===== src/rtl/msftdvip_mdio_master.sv =====
`default_nettype none
// ============================================================================
// Module   : msftdvip_mdio_master
// Purpose  : Clause-22 MDIO management master. Accepts one register
//            read/write request at a time, serialises the frame on MDIO with
//            MDC divided down from board_clk, and returns read data on a
//            one-cycle response strobe.
// Ports    : board_clk, rst_n (async, active-low)
//            req_valid_i/req_ready_o/req_we_i/req_phy_i/req_reg_i/req_wdata_i
//                                             - request handshake and fields
//            rsp_valid_o/rsp_rdata_o          - response strobe and read data
//            busy_o                           - frame in progress
//            mdc_o, mdio_o, mdio_oe_o, mdio_i - MDIO pad side
// Revision : 1.0 - initial release
// ============================================================================
module msftdvip_mdio_master #(
    parameter int CLK_DIV      = 10,
    parameter int PREAMBLE_LEN = 32
) (
    input  logic        board_clk,
    input  logic        rst_n,
    input  logic        req_valid_i,
    output logic        req_ready_o,
    input  logic        req_we_i,
    input  logic [4:0]  req_phy_i,
    input  logic [4:0]  req_reg_i,
    input  logic [15:0] req_wdata_i,
    output logic        rsp_valid_o,
    output logic [15:0] rsp_rdata_o,
    output logic        busy_o,
    output logic        mdc_o,
    output logic        mdio_o,
    output logic        mdio_oe_o,
    input  logic        mdio_i
);

    typedef enum logic [2:0] {
        S_IDLE = 3'd0,
        S_PRE  = 3'd1,
        S_HDR  = 3'd2,
        S_TA   = 3'd3,
        S_DATA = 3'd4,
        S_DONE = 3'd5
    } state_t;

    localparam logic [7:0] c_div_last  = 8'(CLK_DIV - 1);
    localparam logic [5:0] c_pre_last  = (PREAMBLE_LEN > 0) ? 6'(PREAMBLE_LEN - 1) : 6'd0;
    localparam logic [5:0] c_hdr_last  = 6'd13;
    localparam logic [5:0] c_ta_last   = 6'd1;
    localparam logic [5:0] c_data_last = 6'd15;

    state_t      r_state;
    state_t      w_state_nxt;
    logic [7:0]  r_div_cnt;
    logic        r_mdc;
    logic [5:0]  r_bit_cnt;
    logic        r_we;
    logic [31:0] r_shift;      // ST, OP, PHYAD, REGAD, TA, DATA - MSB goes out first
    logic        r_mdio;
    logic        r_oe;
    logic [15:0] r_rd_shift;
    logic [15:0] r_rdata;
    logic [1:0]  r_sync;

    logic w_accept;
    logic w_active;
    logic w_tick;
    logic w_rise;
    logic w_fall;
    logic w_last_bit;

    assign w_accept = (r_state == S_IDLE) & req_valid_i;
    assign w_active = (r_state == S_PRE) | (r_state == S_HDR) |
                      (r_state == S_TA)  | (r_state == S_DATA);
    assign w_tick   = (r_div_cnt == c_div_last);
    assign w_rise   = w_active & w_tick & ~r_mdc;
    assign w_fall   = w_active & w_tick &  r_mdc;

    // Last bit of the current frame section.
    always_comb begin
        w_last_bit = 1'b0;
        case (r_state)
            S_PRE:   w_last_bit = (r_bit_cnt == c_pre_last);
            S_HDR:   w_last_bit = (r_bit_cnt == c_hdr_last);
            S_TA:    w_last_bit = (r_bit_cnt == c_ta_last);
            S_DATA:  w_last_bit = (r_bit_cnt == c_data_last);
            default: w_last_bit = 1'b0;
        endcase
    end

    always_ff @(posedge board_clk or negedge rst_n) begin
        if (!rst_n) r_state <= S_IDLE;
        else        r_state <= w_state_nxt;
    end

    // Sections advance on the MDC falling edge that ends their last bit.
    always_comb begin
        w_state_nxt = r_state;
        case (r_state)
            S_IDLE: if (req_valid_i) w_state_nxt = (PREAMBLE_LEN > 0) ? S_PRE : S_HDR;
            S_PRE:  if (w_fall && w_last_bit) w_state_nxt = S_HDR;
            S_HDR:  if (w_fall && w_last_bit) w_state_nxt = S_TA;
            S_TA:   if (w_fall && w_last_bit) w_state_nxt = S_DATA;
            S_DATA: if (w_fall && w_last_bit) w_state_nxt = S_DONE;
            S_DONE: w_state_nxt = S_IDLE;
            default: w_state_nxt = S_IDLE;
        endcase
    end

    always_ff @(posedge board_clk or negedge rst_n) begin
        if (!rst_n) begin
            r_div_cnt  <= 8'd0;
            r_mdc      <= 1'b0;
            r_bit_cnt  <= 6'd0;
            r_we       <= 1'b0;
            r_shift    <= 32'd0;
            r_mdio     <= 1'b1;
            r_oe       <= 1'b0;
            r_rd_shift <= 16'd0;
            r_rdata    <= 16'd0;
            r_sync     <= 2'b00;
        end else begin
            r_sync <= {r_sync[0], mdio_i};
            if (w_accept) begin
                r_div_cnt <= 8'd0;
                r_bit_cnt <= 6'd0;
                r_we      <= req_we_i;
                r_shift   <= {2'b01, (req_we_i ? 2'b01 : 2'b10), req_phy_i, req_reg_i,
                              2'b10, (req_we_i ? req_wdata_i : 16'h0000)};
                // First bit is a preamble one, or ST's leading zero without preamble.
                r_mdio    <= (PREAMBLE_LEN > 0);
                r_oe      <= 1'b1;
            end else if (w_active) begin
                r_div_cnt <= w_tick ? 8'd0 : r_div_cnt + 8'd1;
                if (w_tick) r_mdc <= ~r_mdc;
                if (w_rise && (r_state == S_DATA) && !r_we)
                    r_rd_shift <= {r_rd_shift[14:0], r_sync[1]};
                if (w_fall) begin
                    r_bit_cnt <= w_last_bit ? 6'd0 : r_bit_cnt + 6'd1;
                    case (r_state)
                        S_PRE: if (w_last_bit) r_mdio <= r_shift[31];
                        S_HDR, S_TA: begin
                            r_shift <= {r_shift[30:0], 1'b0};
                            r_mdio  <= r_shift[30];
                            // Reads hand the pad to the PHY from the first TA bit onward.
                            if ((r_state == S_HDR) && w_last_bit && !r_we) r_oe <= 1'b0;
                        end
                        S_DATA: begin
                            if (w_last_bit) begin
                                r_oe    <= 1'b0;
                                r_mdio  <= 1'b1;
                                r_rdata <= r_we ? 16'h0000 : r_rd_shift;
                            end else begin
                                r_shift <= {r_shift[30:0], 1'b0};
                                r_mdio  <= r_shift[30];
                            end
                        end
                        default: ;
                    endcase
                end
            end else begin
                r_div_cnt <= 8'd0;
                r_mdc     <= 1'b0;
            end
        end
    end

    assign req_ready_o = (r_state == S_IDLE);
    assign busy_o      = ~req_ready_o;
    assign rsp_valid_o = (r_state == S_DONE);
    assign rsp_rdata_o = r_rdata;
    assign mdc_o       = r_mdc;
    assign mdio_o      = r_mdio;
    assign mdio_oe_o   = r_oe;

endmodule
`default_nettype wire


===== config.mk =====
export PLATFORM = sky130hd
export DESIGN_NAME = msftdvip_mdio_master
export DESIGN_NICKNAME = d
export VERILOG_FILES = /design/src/rtl/msftdvip_mdio_master.sv
export SDC_FILE = /design/constraint.sdc
export NUM_CORES = 1
export LEC_CHECK = 0
export BUFFER_PORTS_ARGS = -buffer_cell sky130_fd_sc_hd__buf_2
export CAP_MARGIN = 20
export CORE_MARGIN = 3
export CORE_UTILIZATION = 45
export DETAILED_ROUTE_END_ITERATION = 10
export HOLD_SLACK_MARGIN = 0.06
export PLACE_DENSITY_LB_ADDON = 0.12
export SYNTH_ARGS = -nofsm -noshare
export SYNTH_HDL_FRONTEND = slang
export SYNTH_SLANG_ARGS = --single-unit

===== constraint.sdc =====
create_clock -name board_clk -period 7.1 [get_ports board_clk]
set_input_delay 0.71 -clock board_clk [delete_from_list [all_inputs] [get_ports board_clk]]
set_output_delay 0.71 -clock board_clk [all_outputs]
set_load 0.005 [all_outputs]

### Word-level counts from Yosys, hierarchy flattened

Index checks and enable logic that the tools add are counted.

* flip-flop bits (word level): 87
* output and inout port bits: 22
* logic and storage cells: 99

* add/subtract/negate cells: 2
* equal/unequal tests: 20
* mux-type cells: 36
* bitwise gates (word level): 10
* reductions and logical operators: 20

Operators with widths (number)
* $mux 32: 4
* $pmux 32 s2: 1
* $mux 16: 2
* $mux 6: 4
* $mux 8: 3
* $mux 3: 5
* $pmux 3 s5: 1
* $reduce_and 5->1: 3
* $eq 6x4->1 const B: 2
* $mux 1: 12
* $ne 3x3->1 const B: 4
* $add 8x1->8 const B: 1
* $eq 8x4->1 const B: 1
* $ne 2x1->1 const B: 4
* $reduce_and 4->1: 2
* $add 6x1->6 const B: 1
* $eq 3x2->1 const B: 2
* $eq 3x3->1 const B: 2
* $eq 6x1->1 const B: 1
* $eq 6x5->1 const B: 1
* $logic_and 1x1->1: 5
* $and 1x1->1: 4
* $ne 2x2->1 const B: 2
* $pmux 1 s4: 1
* 14 further kinds: 20

### Longest topological paths before layout

* depth after elaboration: 9
* mapped depth: 9

### Least setup slack after synthesis

OpenSTA, ideal clock, no wires.

* path type: flip-flop to flip-flop
* from: reg r_state[1]
* to: reg r_rdata[10], in the netlist rsp_rdata_o[10]
* setup time: 0.125 ns
* data arrival time: 2.162 ns
* required time: 6.975 ns
* setup slack: 4.813 ns
* stages on the path, launching flop included: 9
* buffers on the path: 3
* period minus slack after synthesis: 2.287 ns
* cells stage by stage: dfrtp_1 > buf_6 > or4b_4 > o221ai_2 > nand4_4 > or3_1 > buf_6 > buf_12 > mux2_4

* cells in the longest elaborated chain, start to end: 7
* elaborated cells between the ends (all ways): 14

Ends and longest elaborated chain
* start, declared: line 52 `state_t r_state;`
* start signal, assigned: line 93 `else r_state <= w_state_nxt;`
* $eq 3x1->1 or $eq 3x2->1 (tied branches): line 73, 82
* $or 1x1->1 (2 in a row): line 73 `assign w_active = (r_state == S_PRE) | (r_state == S_HDR) |`
* $or 1x1->1: line 74 `(r_state == S_TA) | (r_state == S_DATA);`
* $and 1x1->1 (2 in a row): line 77 `assign w_fall = w_active & w_tick & r_mdc;`
* $reduce_and 5->1 (no line) (*)
* end signal, assigned: line 152 `r_rdata <= r_we ? 16'h0000 : r_rd_shift;`
* end, declared: line 62 `logic [15:0] r_rdata;`

Every way passes the cells marked *; elsewhere a longest branch is shown, timed or not.
A chain may end at the register's enable or synchronous reset.

### Final worst setup path

* from: reg r_state[1]
* to: reg r_shift[9]

* cells in the longest elaborated chain, start to end: 8
* elaborated cells between the ends (all ways): 22

Ends and longest elaborated chain
* $eq 3x1->1 or $eq 3x2->1 (tied branches): line 73, 82, 140
* $or 1x1->1 (2 in a row): line 73
* $or 1x1->1: line 74
* $and 1x1->1 (2 in a row): line 77
* $reduce_bool 2->1 (no line)
* $reduce_and 4->1 (no line)
* end signal, assigned: line 128 `r_shift <= {2'b01, (req_we_i ? 2'b01 : 2'b10), req_phy_i, req_reg_i,`
* end signal, assigned: line 143 `r_shift <= {r_shift[30:0], 1'b0};`
* end signal, assigned: line 154 `r_shift <= {r_shift[30:0], 1'b0};`
* end, declared: line 58 `logic [31:0] r_shift;`

Several ways; a longest one is shown, not always the timed one. The select of a mux whose other input is x is not followed.

==> out/results.ini <==
[outcome]
outcome=finished, final reports clean

[synthesis]
yosysSeqAreaShare_pct=54.1
count_of_flip_flops_with_a_built_in_enable_after_synthesis=0
ys_warn_count=0
yosys-top-cells-count=86 x sky130_fd_sc_hd__dfrtp_1, 25 x sky130_fd_sc_hd__mux2_2, 23 x sky130_fd_sc_hd__nand2_1, 18 x sky130_fd_sc_hd__nor2b_1, 15 x sky130_fd_sc_hd__nor2_1
ys_ff_latch=87
ys_types=55
synth-main-ff-cell=sky130_fd_sc_hd__dfrtp_1
synth_top_area_share_pct=53.5
yosysTopAreaCell=sky130_fd_sc_hd__dfrtp_1
synth_most_common_cell=sky130_fd_sc_hd__dfrtp_1
yosys-top-cells-area=sky130_fd_sc_hd__dfrtp_1 53%, sky130_fd_sc_hd__mux2_2 7.0%, sky130_fd_sc_hd__mux2_4 3.4%
async_s_r_ff_share_synth_pct=100
syn_nets=374
postSynthAreaPerCell_sq_um=11.8
syn_area_sq_um=4030
synthesis.instances=340

[floorplanning]
die_width_um=101
core_area_sq_um=8460
dieHeight_um=101
die-area_sq_um=10100
placementRows=33
io-pin-count=53
start_util_pct=47.6

[critical_path]
critical_path.cell_chain=nand2b_1, xnor2_1, nand4_1, o21ai_1, a221o_1
critical_path_class=register to register
cp_data_arrival_time_ns=3.60
type_of_origin_of_the_critical_path=register
crit_required_ns=7.40
critical_path.max_stage_delay_ns=0.94
timing.critical_path.fanout_max=22
setup.worst_path.end_class=register
critical-path-slowest-cell=sky130_fd_sc_hd__o21ai_1
r2r.worst_path.cells=5

[cts]
cts.reportedPaths.clkPinSlew_ns=0.09
tritoncts=done
clock_sinks=87
post-cts-setup-buffers=0
root_buffer=sky130_fd_sc_hd__clkbuf_8
cts_max_path_buffers=2
htree_num_levels=3
ctsHoldBuffers=0
tritoncts.num_buffers=9
clk_latency_ns=0.36
cts_repair_resize_count=0

[finish]
flow.area_growth_from_synthesis_pct=13.0
final.fill_count=743
diodes=0
final_design_area_no_fill_sq_um=4550
final_net_count=417
drive_above_1_share_pct=28.9

[pwr]
vdd_drop_max_uv=109
total_leakage_power_nw=2.27
cellPowerDensity_nw_per_um2=204
total_power_w=0.000928

[timing]
layout_worst_path_cycle_share_pct=46.5
totalNegativeSetupSlack_ns=0
maxClockFrequency_mhz=303
clock-skew-final_ns=0.0134
setup_viol=0
timing.final.crit_period_ns=3.30
max_slew_headroom_at_the_worst_pin_pct=29.2
hold_violation_total_from_the_final_report=0
rsz0062_at_grt=false
worst-slew-pin-transition_ns=1.06
report.final.slew_viol_count=0

[routing]
residual_drc_count=0
route.final.wire_length_um=7950
routed_via_density=5.63
post_drt_wl_per_cell_um=16.2
final_antenna_violating_net_count=0
detailedRoute.firstPassIterationCount=4
routed-via-count=2768
detailedRoute.firstIterationViolations=183

[grt]
grt_antenna_before_repair=0
first_global_vias=2816
use_met3_pct=5.40
met1_demand_to_capacity_share_in_global_routing_pct=23.1
grt_met2_use_pct=26.4
gr-max-usage-layer=met2
groute.usage.overall_pct=17.2
grt.overflow.total=0
grt_max_degree=47
grt_pass1_wl_um=13800

[place]
postPlaceCellArea_sq_um=4310
port_buffers=52
hpwl_um=5330
routabilityCongestion=0.829

[worst_hold_path]
min_path_type=input port to async pin

[run]
drv.max_cap_violation_count=0

cells in the final DEF, fill, tap and decap left out, types with 2 or more instances in the layout:
cell / netlist / layout
sky130_fd_sc_hd__a2bb2oi_1: 13 / 13
sky130_fd_sc_hd__o22a_1: 2 / 2
sky130_fd_sc_hd__o22ai_1: 11 / 11
sky130_fd_sc_hd__inv_6: 0 / 2
sky130_fd_sc_hd__mux2_4: 9 / 9
sky130_fd_sc_hd__a221o_1: 12 / 12
sky130_fd_sc_hd__mux2_2: 25 / 25
sky130_fd_sc_hd__nor2b_1: 18 / 18
sky130_fd_sc_hd__and2_1: 13 / 13
sky130_fd_sc_hd__xor2_1: 4 / 4
sky130_fd_sc_hd__buf_4: 0 / 2
sky130_fd_sc_hd__nand3_1: 6 / 6
sky130_fd_sc_hd__buf_2: 5 / 51
sky130_fd_sc_hd__xnor2_1: 4 / 4
sky130_fd_sc_hd__dfrtp_1: 86 / 86
sky130_fd_sc_hd__clkbuf_8: 0 / 9
sky130_fd_sc_hd__and3_1: 7 / 7
sky130_fd_sc_hd__inv_1: 4 / 4
sky130_fd_sc_hd__nand2_1: 23 / 23
sky130_fd_sc_hd__nor3_1: 4 / 4
sky130_fd_sc_hd__or4_1: 2 / 2
sky130_fd_sc_hd__a22o_1: 3 / 3
sky130_fd_sc_hd__nand4_1: 6 / 6
sky130_fd_sc_hd__a21oi_1: 6 / 6
sky130_fd_sc_hd__o21ai_0: 12 / 12
sky130_fd_sc_hd__nor2_1: 15 / 15
sky130_fd_sc_hd__nand2b_1: 3 / 3
sky130_fd_sc_hd__or3_1: 3 / 3
sky130_fd_sc_hd__ha_1: 3 / 3
sky130_fd_sc_hd__and4_1: 2 / 2
sky130_fd_sc_hd__bufinv_16: 0 / 3
critical path, delay by kind of cell (launching register included):
| family | cells | cell delay (ns) |
|---|---|---|
| DFF | 1 | 0.53 |
| AOI/OAI and AO/OA | 2 | 1.23 |
| and+or+nand+nor | 2 | 1.05 |
| xor gates and xnor gates | 1 | 0.41 |
per-stage QoR:
step                utilization [%]  instances  hold slack [ns]  setup slack (ns)
floorplan                         -        340            0.331              4.81
global placement               50.9        477            0.336              3.98
detailed placement             50.9        477            0.356              3.88
CTS                            53.7        492            0.343              3.87
global route                   53.7        492            0.353              3.38
finish                         53.7        492            0.323              3.80
final cells by class:
type / count / area [sq um] / share of cell area [%]
timing repair buffer: 53 / 270 / 5.94
tap: 105 / 131 / 2.89
clock buffer: 9 / 124 / 2.72
clock inverter: 6 / 115 / 2.53
sequential: 87 / 2180 / 47.9
inverter: 4 / 15.0 / 0.330
multi-input combinational: 228 / 1710 / 37.7
flip-flops by register name, summed over array words and instances, names as in the netlist:
signal       flops
r_shift         32
rsp_rdata_o     16
r_we             1
r_state          3
r_bit_cnt        6
mdio_oe_o        1
mdc_o            1
r_rd_shift      16
mdio_o           1
r_div_cnt        8
r_sync           2
cells by family (layout without fill, tap and decap cells):
family / after synthesis / after routing / synth area share, %
compound gates: 73 / 73 / 14.0
flops: 87 / 87 / 54.1
mux: 34 / 34 / 10.4
buf+inv: 25 / 72 / 3.29
simple gates: 110 / 110 / 15.5
xor+xnor: 8 / 8 / 1.74
fa+ha+maj: 3 / 3 / 0.933
power by group:
part | total (W) | internal (W) | switching, W
clock | 0.000413 | 0.000234 | 0.000179
combinational | 0.0000196 | 0.00000687 | 0.0000127
sequential | 0.000496 | 0.000496 | 0.000000171
total | 0.000928 | 0.000737 | 0.000192
layer usage:
metal,share of wire (%),wire [um],vias up
met4,1.4,110,0
met2,47,3740,62
met1,47,3750,1366
met5,0,0,-
met3,4.3,342,13
li1,-,-,1327
final timing paths:
check	startpoint	endpoint	slack, ns
setup / recovery	r_state[1]	r_shift[9]	3.80
setup reg to reg	r_state[1]	r_shift[9]	3.80
hold reg to reg	r_sync[0]	r_sync[1]	0.37
max in group asynchronous	rst_n	r_bit_cnt[0]	5.80
hold / removal	rst_n	rsp_rdata_o[5]	0.32
min in group board_clk	r_sync[0]	r_sync[1]	0.37
No activity file was read; power rests on OpenSTA's default activity.
